--- src/rtl/branch_unit_ooo.sv ---
// Out-of-order branch execution unit: a reservation station with CDB operand
// snooping and oldest-ready-first selection, feeding one execute register that
// resolves the branch for the front end and writes the link value on the CDB.

package expipe_pkg;
    localparam int XLEN        = 32;
    localparam int ROB_IDX_LEN = 4;
    localparam int BU_CTL_LEN  = 3;

    typedef enum logic [BU_CTL_LEN-1:0] {
        BU_BEQ  = 3'd0,
        BU_BNE  = 3'd1,
        BU_BLT  = 3'd2,
        BU_BGE  = 3'd3,
        BU_BLTU = 3'd4,
        BU_BGEU = 3'd5,
        BU_JAL  = 3'd6,
        BU_JALR = 3'd7
    } bu_ctl_t;

    typedef struct packed {
        logic [ROB_IDX_LEN-1:0] rob_idx;
        logic [XLEN-1:0]        value;
        logic                   except_raised;
        logic [3:0]             except_code;
    } cdb_data_t;
endpackage

module branch_unit_ooo
    import expipe_pkg::*;
#(
    parameter int DEPTH   = 4,
    parameter bit LINK_WB = 1'b1
) (
    input  logic                   clk_i,
    input  logic                   rst_n_i,
    input  logic                   flush_i,
    input  logic                   issue_valid_i,
    output logic                   issue_ready_o,
    input  logic [BU_CTL_LEN-1:0]  branch_type_i,
    input  logic                   rs1_ready_i,
    input  logic                   rs2_ready_i,
    input  logic [ROB_IDX_LEN-1:0] rs1_idx_i,
    input  logic [ROB_IDX_LEN-1:0] rs2_idx_i,
    input  logic [XLEN-1:0]        rs1_value_i,
    input  logic [XLEN-1:0]        rs2_value_i,
    input  logic [XLEN-1:0]        imm_value_i,
    input  logic [ROB_IDX_LEN-1:0] dest_idx_i,
    input  logic [XLEN-1:0]        pred_pc_i,
    input  logic [XLEN-1:0]        pred_target_i,
    input  logic                   pred_taken_i,
    output logic                   res_valid_o,
    output logic [XLEN-1:0]        res_pc_o,
    output logic [XLEN-1:0]        res_target_o,
    output logic                   res_taken_o,
    output logic                   res_mispredict_o,
    input  logic                   cdb_valid_i,
    input  cdb_data_t              cdb_data_i,
    input  logic                   cdb_ready_i,
    output logic                   cdb_valid_o,
    output cdb_data_t              cdb_data_o
);

    localparam int IDX_W = (DEPTH > 1) ? $clog2(DEPTH) : 1;

    typedef struct packed {
        bu_ctl_t                btype;
        logic                   rs1_rdy;
        logic [ROB_IDX_LEN-1:0] rs1_idx;
        logic [XLEN-1:0]        rs1_val;
        logic                   rs2_rdy;
        logic [ROB_IDX_LEN-1:0] rs2_idx;
        logic [XLEN-1:0]        rs2_val;
        logic [XLEN-1:0]        imm;
        logic [ROB_IDX_LEN-1:0] dest;
        logic [XLEN-1:0]        pc;
        logic [XLEN-1:0]        pred_target;
        logic                   pred_taken;
    } rs_entry_t;

    typedef struct packed {
        bu_ctl_t                btype;
        logic [XLEN-1:0]        rs1;
        logic [XLEN-1:0]        rs2;
        logic [XLEN-1:0]        imm;
        logic [XLEN-1:0]        pc;
        logic [XLEN-1:0]        pred_target;
        logic                   pred_taken;
        logic [ROB_IDX_LEN-1:0] dest;
    } ex_t;

    // Reservation station state. older_q[i][j] means entry i was issued before entry j.
    logic [DEPTH-1:0]            valid_q, valid_d;
    logic [DEPTH-1:0][DEPTH-1:0] older_q, older_d;
    rs_entry_t                   entry_q [DEPTH];
    rs_entry_t                   entry_d [DEPTH];

    // Execute register.
    logic ex_valid_q, ex_valid_d;
    ex_t  ex_q, ex_d;
    logic sent_q, sent_d;

    logic             alloc_found;
    logic [IDX_W-1:0] alloc_idx;
    logic             do_alloc;
    logic [DEPTH-1:0] cand;
    logic [DEPTH-1:0] sel_oh;
    logic [IDX_W-1:0] sel_idx;
    logic             sel_valid;
    logic             ex_retire;
    logic             ex_load;
    rs_entry_t        new_entry;
    logic             rs1_bypass, rs2_bypass;

    logic            taken;
    logic            is_link;
    logic [XLEN-1:0] target;
    logic [XLEN-1:0] link_pc;
    logic            mispredict;

    // Exception fields of the snooped CDB are irrelevant to operand capture.
    logic unused_cdb_exc;
    assign unused_cdb_exc = cdb_data_i.except_raised ^ (^cdb_data_i.except_code);

    // Ready only reflects registered occupancy; a slot freed this cycle is not reusable yet.
    assign issue_ready_o = |(~valid_q);
    assign do_alloc      = issue_valid_i & issue_ready_o & ~flush_i;

    assign ex_retire = ex_valid_q & cdb_ready_i;
    assign ex_load   = sel_valid & (~ex_valid_q | ex_retire) & ~flush_i;

    // Lowest-index free entry.
    always_comb begin
        // NOTE: every combinational output gets a default first so no path leaves it
        // unassigned; otherwise synthesis infers a latch.
        alloc_found = 1'b0;
        alloc_idx   = '0;
        for (int i = DEPTH - 1; i >= 0; i--) begin
            if (!valid_q[i]) begin
                alloc_found = 1'b1;
                alloc_idx   = IDX_W'(i);
            end
        end
    end

    // Oldest ready entry: a candidate no other candidate is older than.
    always_comb begin
        cand    = '0;
        sel_oh  = '0;
        sel_idx = '0;
        for (int i = 0; i < DEPTH; i++) begin
            cand[i] = valid_q[i] & entry_q[i].rs1_rdy & entry_q[i].rs2_rdy;
        end
        for (int i = 0; i < DEPTH; i++) begin
            sel_oh[i] = cand[i];
            for (int j = 0; j < DEPTH; j++) begin
                if (j != i && cand[j] && older_q[j][i]) begin
                    sel_oh[i] = 1'b0;
                end
            end
        end
        for (int i = 0; i < DEPTH; i++) begin
            if (sel_oh[i]) begin
                sel_idx = IDX_W'(i);
            end
        end
        sel_valid = |cand;
    end

    // Incoming entry, with same-cycle CDB bypass for operands not yet ready.
    always_comb begin
        rs1_bypass            = ~rs1_ready_i & cdb_valid_i & (cdb_data_i.rob_idx == rs1_idx_i);
        rs2_bypass            = ~rs2_ready_i & cdb_valid_i & (cdb_data_i.rob_idx == rs2_idx_i);
        new_entry.btype       = bu_ctl_t'(branch_type_i);
        new_entry.rs1_rdy     = rs1_ready_i | rs1_bypass;
        new_entry.rs1_idx     = rs1_idx_i;
        new_entry.rs1_val     = rs1_bypass ? cdb_data_i.value : rs1_value_i;
        new_entry.rs2_rdy     = rs2_ready_i | rs2_bypass;
        new_entry.rs2_idx     = rs2_idx_i;
        new_entry.rs2_val     = rs2_bypass ? cdb_data_i.value : rs2_value_i;
        new_entry.imm         = imm_value_i;
        new_entry.dest        = dest_idx_i;
        new_entry.pc          = pred_pc_i;
        new_entry.pred_target = pred_target_i;
        new_entry.pred_taken  = pred_taken_i;
    end

    // RS next state: snoop, free the selected entry, allocate the new one as youngest.
    always_comb begin
        valid_d = valid_q;
        older_d = older_q;
        entry_d = entry_q;
        if (flush_i) begin
            valid_d = '0;
        end else begin
            for (int i = 0; i < DEPTH; i++) begin
                if (valid_q[i] && cdb_valid_i) begin
                    if (!entry_q[i].rs1_rdy && entry_q[i].rs1_idx == cdb_data_i.rob_idx) begin
                        entry_d[i].rs1_rdy = 1'b1;
                        entry_d[i].rs1_val = cdb_data_i.value;
                    end
                    if (!entry_q[i].rs2_rdy && entry_q[i].rs2_idx == cdb_data_i.rob_idx) begin
                        entry_d[i].rs2_rdy = 1'b1;
                        entry_d[i].rs2_val = cdb_data_i.value;
                    end
                end
            end
            if (ex_load) begin
                valid_d[sel_idx] = 1'b0;
            end
            if (do_alloc && alloc_found) begin
                valid_d[alloc_idx] = 1'b1;
                entry_d[alloc_idx] = new_entry;
                older_d[alloc_idx] = '0;
                for (int j = 0; j < DEPTH; j++) begin
                    older_d[j][alloc_idx] = valid_q[j];
                end
            end
        end
    end

    // EX next state: load on a free or retiring slot, hold during a CDB stall.
    always_comb begin
        ex_valid_d = ex_valid_q;
        ex_d       = ex_q;
        if (flush_i) begin
            ex_valid_d = 1'b0;
        end else if (ex_load) begin
            ex_valid_d       = 1'b1;
            ex_d.btype       = entry_q[sel_idx].btype;
            ex_d.rs1         = entry_q[sel_idx].rs1_val;
            ex_d.rs2         = entry_q[sel_idx].rs2_val;
            ex_d.imm         = entry_q[sel_idx].imm;
            ex_d.pc          = entry_q[sel_idx].pc;
            ex_d.pred_target = entry_q[sel_idx].pred_target;
            ex_d.pred_taken  = entry_q[sel_idx].pred_taken;
            ex_d.dest        = entry_q[sel_idx].dest;
        end else if (ex_retire) begin
            ex_valid_d = 1'b0;
        end
        // The resolution has been reported once EX survives a cycle without retiring.
        sent_d = ex_valid_q & ~ex_retire & ~flush_i;
    end

    // Control state registers.
    always_ff @(posedge clk_i or negedge rst_n_i) begin
        // NOTE: sequential state uses non-blocking assignments so every flop samples
        // the pre-edge values regardless of statement order.
        if (!rst_n_i) begin
            valid_q    <= '0;
            older_q    <= '0;
            ex_valid_q <= 1'b0;
            ex_q       <= '0;
            sent_q     <= 1'b0;
        end else begin
            valid_q    <= valid_d;
            older_q    <= older_d;
            ex_valid_q <= ex_valid_d;
            ex_q       <= ex_d;
            sent_q     <= sent_d;
        end
    end

    // RS payload storage.
    // NOTE: payload is not reset; it is only ever read behind a valid bit, so
    // resetting it would add reset fan-out for no behavioural gain.
    always_ff @(posedge clk_i) begin
        entry_q <= entry_d;
    end

    // Branch resolution from the EX register.
    always_comb begin
        link_pc = ex_q.pc + XLEN'(4);
        is_link = (ex_q.btype == BU_JAL) || (ex_q.btype == BU_JALR);
        case (ex_q.btype)
            BU_BEQ:  taken = (ex_q.rs1 == ex_q.rs2);
            BU_BNE:  taken = (ex_q.rs1 != ex_q.rs2);
            BU_BLT:  taken = ($signed(ex_q.rs1) <  $signed(ex_q.rs2));
            BU_BGE:  taken = ($signed(ex_q.rs1) >= $signed(ex_q.rs2));
            BU_BLTU: taken = (ex_q.rs1 <  ex_q.rs2);
            BU_BGEU: taken = (ex_q.rs1 >= ex_q.rs2);
            default: taken = 1'b1;
        endcase
        if (ex_q.btype == BU_JALR) begin
            target = (ex_q.rs1 + ex_q.imm) & {{(XLEN-1){1'b1}}, 1'b0};
        end else begin
            target = ex_q.pc + ex_q.imm;
        end
        mispredict = (taken != ex_q.pred_taken) | (taken & (target != ex_q.pred_target));
    end

    // Outputs are zero whenever EX is empty.
    always_comb begin
        res_valid_o      = ex_valid_q & ~sent_q;
        res_pc_o         = ex_valid_q ? ex_q.pc : '0;
        res_target_o     = ex_valid_q ? (taken ? target : link_pc) : '0;
        res_taken_o      = ex_valid_q & taken;
        res_mispredict_o = ex_valid_q & mispredict;
        cdb_valid_o      = ex_valid_q;
        cdb_data_o       = '0;
        if (ex_valid_q) begin
            cdb_data_o.rob_idx = ex_q.dest;
            cdb_data_o.value   = (LINK_WB && is_link) ? link_pc : '0;
        end
    end

endmodule

--- config.mk ---
export PLATFORM = sky130hd
export DESIGN_NAME = branch_unit_ooo
export DESIGN_NICKNAME = d
export VERILOG_FILES = /design/src/rtl/branch_unit_ooo.sv
export SDC_FILE = /design/constraint.sdc
export NUM_CORES = 2
export LEC_CHECK = 0
export BUFFER_PORTS_ARGS = -buffer_cell sky130_fd_sc_hd__buf_2
export CAP_MARGIN = 20
export CORE_ASPECT_RATIO = 0.7
export CORE_UTILIZATION = 50
export CTS_CLUSTER_SIZE = 20
export DETAILED_ROUTE_END_ITERATION = 8
export PLACE_DENSITY = 0.68
export SYNTH_ARGS = -nofsm -noshare
export SYNTH_HDL_FRONTEND = slang
export SYNTH_SLANG_ARGS = --single-unit
--- constraint.sdc ---
create_clock -name clk_i -period 6.71 [get_ports clk_i]
set_input_delay 0.671 -clock clk_i [delete_from_list [all_inputs] [get_ports clk_i]]
set_output_delay 0.671 -clock clk_i [all_outputs]
set_load 0.1 [all_outputs]
# == Yosys cells after proc, flatten, opt, wreduce, memory -nomap -nowiden ==
# Index checks and enable logic that the tools add are counted.
# word_totals
ff_bits,902
input_bits,225
# op_classes
addsub,3
magnitude_cmp,11
eq_ne,21
n_mux,93
n_bitwise,41
n_reduce_logical,40
# op_table
cell,n
32-bit two-way mux,23
712-bit bitwise mux,1
709-bit two-way mux,1
178-bit two-way mux,3
178-bit binary-select mux with 2-bit select,1
178-bit demux with 2-bit select,1
33-bit two-way mux,8
32-bit adder,2
32-bit greater-or-equal comparator,2
32-bit less-than comparator,2
32-bit != test,2
4-bit equality test,10
36-bit two-way mux,1
1-bit two-way mux,35
"32-bit by 3-bit adder with 32-bit output, second input constant",1
32-bit equality test,1
1-bit logical AND,25
1-bit bitwise AND,23
4-bit two-way mux,5
16-bit bitwise AND,1
4-bit bitwise mux,4
16-bit inverter,1
"3-bit equality test, second input constant",4
2-bit two-way mux,6
other kinds (22),46

# == Longest topological paths before layout ==
# depth
ltp_word,20
mapped_depth,14

# == Worst setup path before layout ==
# Ideal clock, no wire load.
# synth_timing
path_type,input-to-reg
from,input port flush_i
to,"register entry_q[101] in the netlist's numbering, enable pin"
arrival_time_ns,5.927
required_time_ns,6.097
setup_slack_ns,0.170
path_stages,2
n_path_buf,1
path_cell_list,clkbuf_1 inv_1
# synth_lines
element,line,text
from (decl),37,"input logic flush_i,"
to (signal assigned),268,entry_q <= entry_d;
to (decl),95,rs_entry_t entry_q [DEPTH];
# No word-level cell between the ends.

# == Worst setup path after layout ==
# layout_timing
from,register ex_q[37] in the netlist's numbering
to,output port res_mispredict_o
# layout_between
elab_chain_cells,6
# layout_rtl
element,line,text
from (decl),100,"ex_t ex_q, ex_d;"
from (signal assigned),253,ex_q <= '0;
from (signal assigned),259,ex_q <= ex_d;
32-bit adder,287,target = ex_q.pc + ex_q.imm;
32-bit two-way mux,284,if (ex_q.btype == BU_JALR) begin
32-bit != test,289,mispredict = (taken != ex_q.pred_taken) | (taken & (target != ex_q.pred_target));
1-bit bitwise AND,289,
1-bit bitwise OR,289,
1-bit bitwise AND,298,res_mispredict_o = ex_valid_q & mispredict;
to (decl),56,"output logic res_mispredict_o,"
# Every way passes these cells.

==> results.py <==
metrics = {
    "run_status": {
        "outcome": "completed",
    },
    "cells_and_area": {
        "fillers": 7412,
        "layout_common_cells": "803 x nor2_1, 712 x edfxtp_1, 428 x o22ai_1",
        "final_nets": 4722,
        "fin_cells": 5653,
        "layout-drive-gt1-share": 0.168,
        "stdcell_area_um2": 50500,
        "syn2layout_area_growth_pct": 12.6,
        "layout_commonest_cell": "nor2_1",
    },
    "worst_setup_path": {
        "crit_path_end_kind": "primary output",
        "path_max_fanout": 5,
        "cp_data_required_time_ns": 6.04,
        "crit_type": "reg -> out",
        "critPathLaunchType": "flop",
        "crit_arrival_ns": 5.32,
    },
    "placement": {
        "dp_slack_ns": 1.45,
        "dp.cells": 5471,
        "gp_congestion": 0.973,
        "placed_area_um2": 47400,
        "dpl.hpwl_mm": 87.7,
        "portBuffers": 324,
    },
    "floorplan": {
        "die_h_um": 253,
        "die_area_um2": 91000,
        "coreArea_um2": 88500,
        "row_count": 91,
        "pin_count": 335,
        "start_util": 0.508,
        "dieWidth_um": 360,
    },
    "timing": {
        "setup_viol": 0,
        "max_slew_margin": 0.199,
        "fin_tns_setup_ns": 0,
        "drv_slew": 0,
        "rsz0062_at_grt": "false",
        "fmax_ghz": 0.167,
        "worst_slack_ns": 0.719,
        "tightest_slew_ns": 1.17,
        "finalHoldViolations": 0,
        "min_period_ns": 5.99,
        "skew_ns": 0.0503,
        "period_share": 0.893,
    },
    "global_route": {
        "overflow": 0,
        "grt_antenna_before_repair": 27,
        "grt_max_degree": 187,
        "grt_pass1_vias": 31700,
        "track_usage": 0.289,
        "grt_pass1_wl_mm": 200,
    },
    "clock_tree": {
        "cts_tree": "yes",
        "clkSinkCount": 895,
        "clk_path_buf_depth": 3,
        "ctsRootBufferMaster": "clkbuf_16",
        "clk_latency_ns": 0.70,
        "cts-buffers-inserted": 89,
        "clkTransAtPathRegs_ns": 0.07,
        "cts_max_level": 3,
    },
    "synth": {
        "synth_top_area_share": 0.476,
        "yosys.area.top_type": "edfxtp_1",
        "synth-edff-count": 712,
        "ys_seq_area_frac": 0.578,
        "synthFlopType": "edfxtp_1",
        "synth_cell_types": 92,
        "synth_area_leaders": "edfxtp_1 48%, dfrtp_1 10%, nor2_1 6.7%",
        "async_flop_share": 0.204,
        "syn-cell-area_um2": 44900,
        "synth_seq_cells": 895,
        "syn_inst": 4241,
        "yosysWarnings": 0,
        "syn_avg_cell_area_um2": 10.6,
    },
    "power": {
        "ir_drop_v": 0.000249,
        "p_leak_nw": 19.9,
        "p_per_area_nw_per_um2": 343,
        "fin_total_pwr_mw": 17.3,
    },
    "routing": {
        "drc": 0,
        "drt_wl_total_mm": 135,
        "wl_per_cell_um": 23.9,
        "ant_nets": 0,
        "drt-initial-drc-count": 3946,
        "vias": 34700,
        "avgViaCountPerCell": 6.14,
        "dr.pass1.iters": 6,
    },
    "min_path": {
        "hold_path_class": "in -> reg",
    },
    "job": {
        "timing.max_cap.violations": 0,
    },
}
==> layout make-up <==
cell class	instances	area (um2)	share of cell area
sequential	895	26000	0.514
multi-input combinational	2965	17600	0.348
clock buffer	119	2490	0.0493
timing repair buffer	376	2140	0.0423
tap	1162	1450	0.0288
clock inverter	48	592	0.0117
inverter	74	300	0.00594
antenna	14	35.0	0.000693
==> timing repair <==
item                                    CTS  global route
buffers inserted                          0             0
gates resized for setup                   0             0
hold buffers                              1             0
endpoints found under the setup margin    0             0
hold endpoints to repair                 40             0
==> where the power goes <==
part           switching [mW]  internal [mW]
sequential              0.647           6.52
combinational            3.18           1.72
clock                    2.25           2.99
==> flip-flops by register name (all words and copies together) (netlist names) <==
register / count
entry_q: 712
ex_q: 168
older_q: 9
valid_q: 4
cdb_valid_o: 1
sent_q: 1
==> final timing paths <==
kind                            slack [ns]           start  cells past startpoint          endpoint
max in group asynchronous             4.78         rst_n_i                      3       cdb_valid_o
min in group asynchronous             0.56         rst_n_i                      2          ex_q[39]
worst max register to register        2.65      valid_q[2]                      8          ex_q[74]
worst min-delay path                  0.17  imm_value_i[2]                      1      entry_q[605]
worst min register to register        0.48       ex_q[132]                      2         ex_q[132]
worst max-delay path                  0.72        ex_q[37]                     15  res_mispredict_o
==> kinds of logic (layout without fill, tap and decap cells) <==
kind of cell	count (synthesis)	after routing	share of synthesized area
AND/OR/NAND/NOR	1415	1415	0.135
AO/OA/AOI/OAI	1140	1140	0.155
flip-flops	895	895	0.578
buffers and inverters	385	617	0.0339
multiplexers	188	188	0.0467
XOR/XNOR	121	121	0.0243
adder cells (fa/ha/maj)	96	96	0.0271
other	1	19	0.0000835
==> critical path, cell delays in order, from the launching register on <==
cell and delay (ns):
dfrtp_1 0.40, ha_1 0.21, inv_1 0.06, fa_1 0.39
nand2b_1 0.21, a21o_1 0.19, a21oi_1 0.30, and2b_1 0.29
nor4_1 0.59, nor4_1 0.12, nor4_1 0.55, xor2_1 0.24
nand4_1 0.16, nor4_1 0.39, a21oi_1 0.19, buf_2 0.33
==> Yosys cell counts, types with 16 or more instances <==
| library cell | number |
|---|---|
| a21o_1 | 25 |
| and2_1 | 49 |
| and3_1 | 34 |
| buf_2 | 36 |
| mux2_2 | 170 |
| nand2b_1 | 18 |
| clkbuf_1 | 231 |
| a211oi_1 | 16 |
| nand4_1 | 41 |
| nor3_1 | 30 |
| dfrtp_1 | 183 |
| nor2_1 | 804 |
| o22ai_1 | 431 |
| nand3_1 | 45 |
| inv_1 | 74 |
| ha_1 | 94 |
| mux2i_1 | 18 |
| xnor2_1 | 44 |
| xor2_1 | 75 |
| nand2_1 | 311 |
| a21oi_1 | 280 |
| o21a_1 | 19 |
| buf_1 | 37 |
| o21ai_0 | 211 |
| o211ai_1 | 17 |
| edfxtp_1 | 712 |
==> per-stage QoR <==
stage                     hold slack, ns  utilization
after floorplan                    0.375            -
after global placement             0.456        0.536
after detailed placement           0.470        0.536
after CTS                          0.142        0.571
after global routing               0.159        0.571
final                              0.174        0.571
==> layer usage <==
| layer | wire [um] | share of wire | global-route usage | up-vias |
|---|---|---|---|---|
| met2 | 58500 | 0.43 | 0.416 | 1687 |
| li1 | - | - | - | 16000 |
| met5 | 144 | 0.0011 | 0 | - |
| met4 | 3420 | 0.025 | 0.0847 | 20 |
| met1 | 59100 | 0.44 | 0.437 | 16800 |
| met3 | 13800 | 0.10 | 0.0618 | 241 |
(Power assumes the default switching activity.)
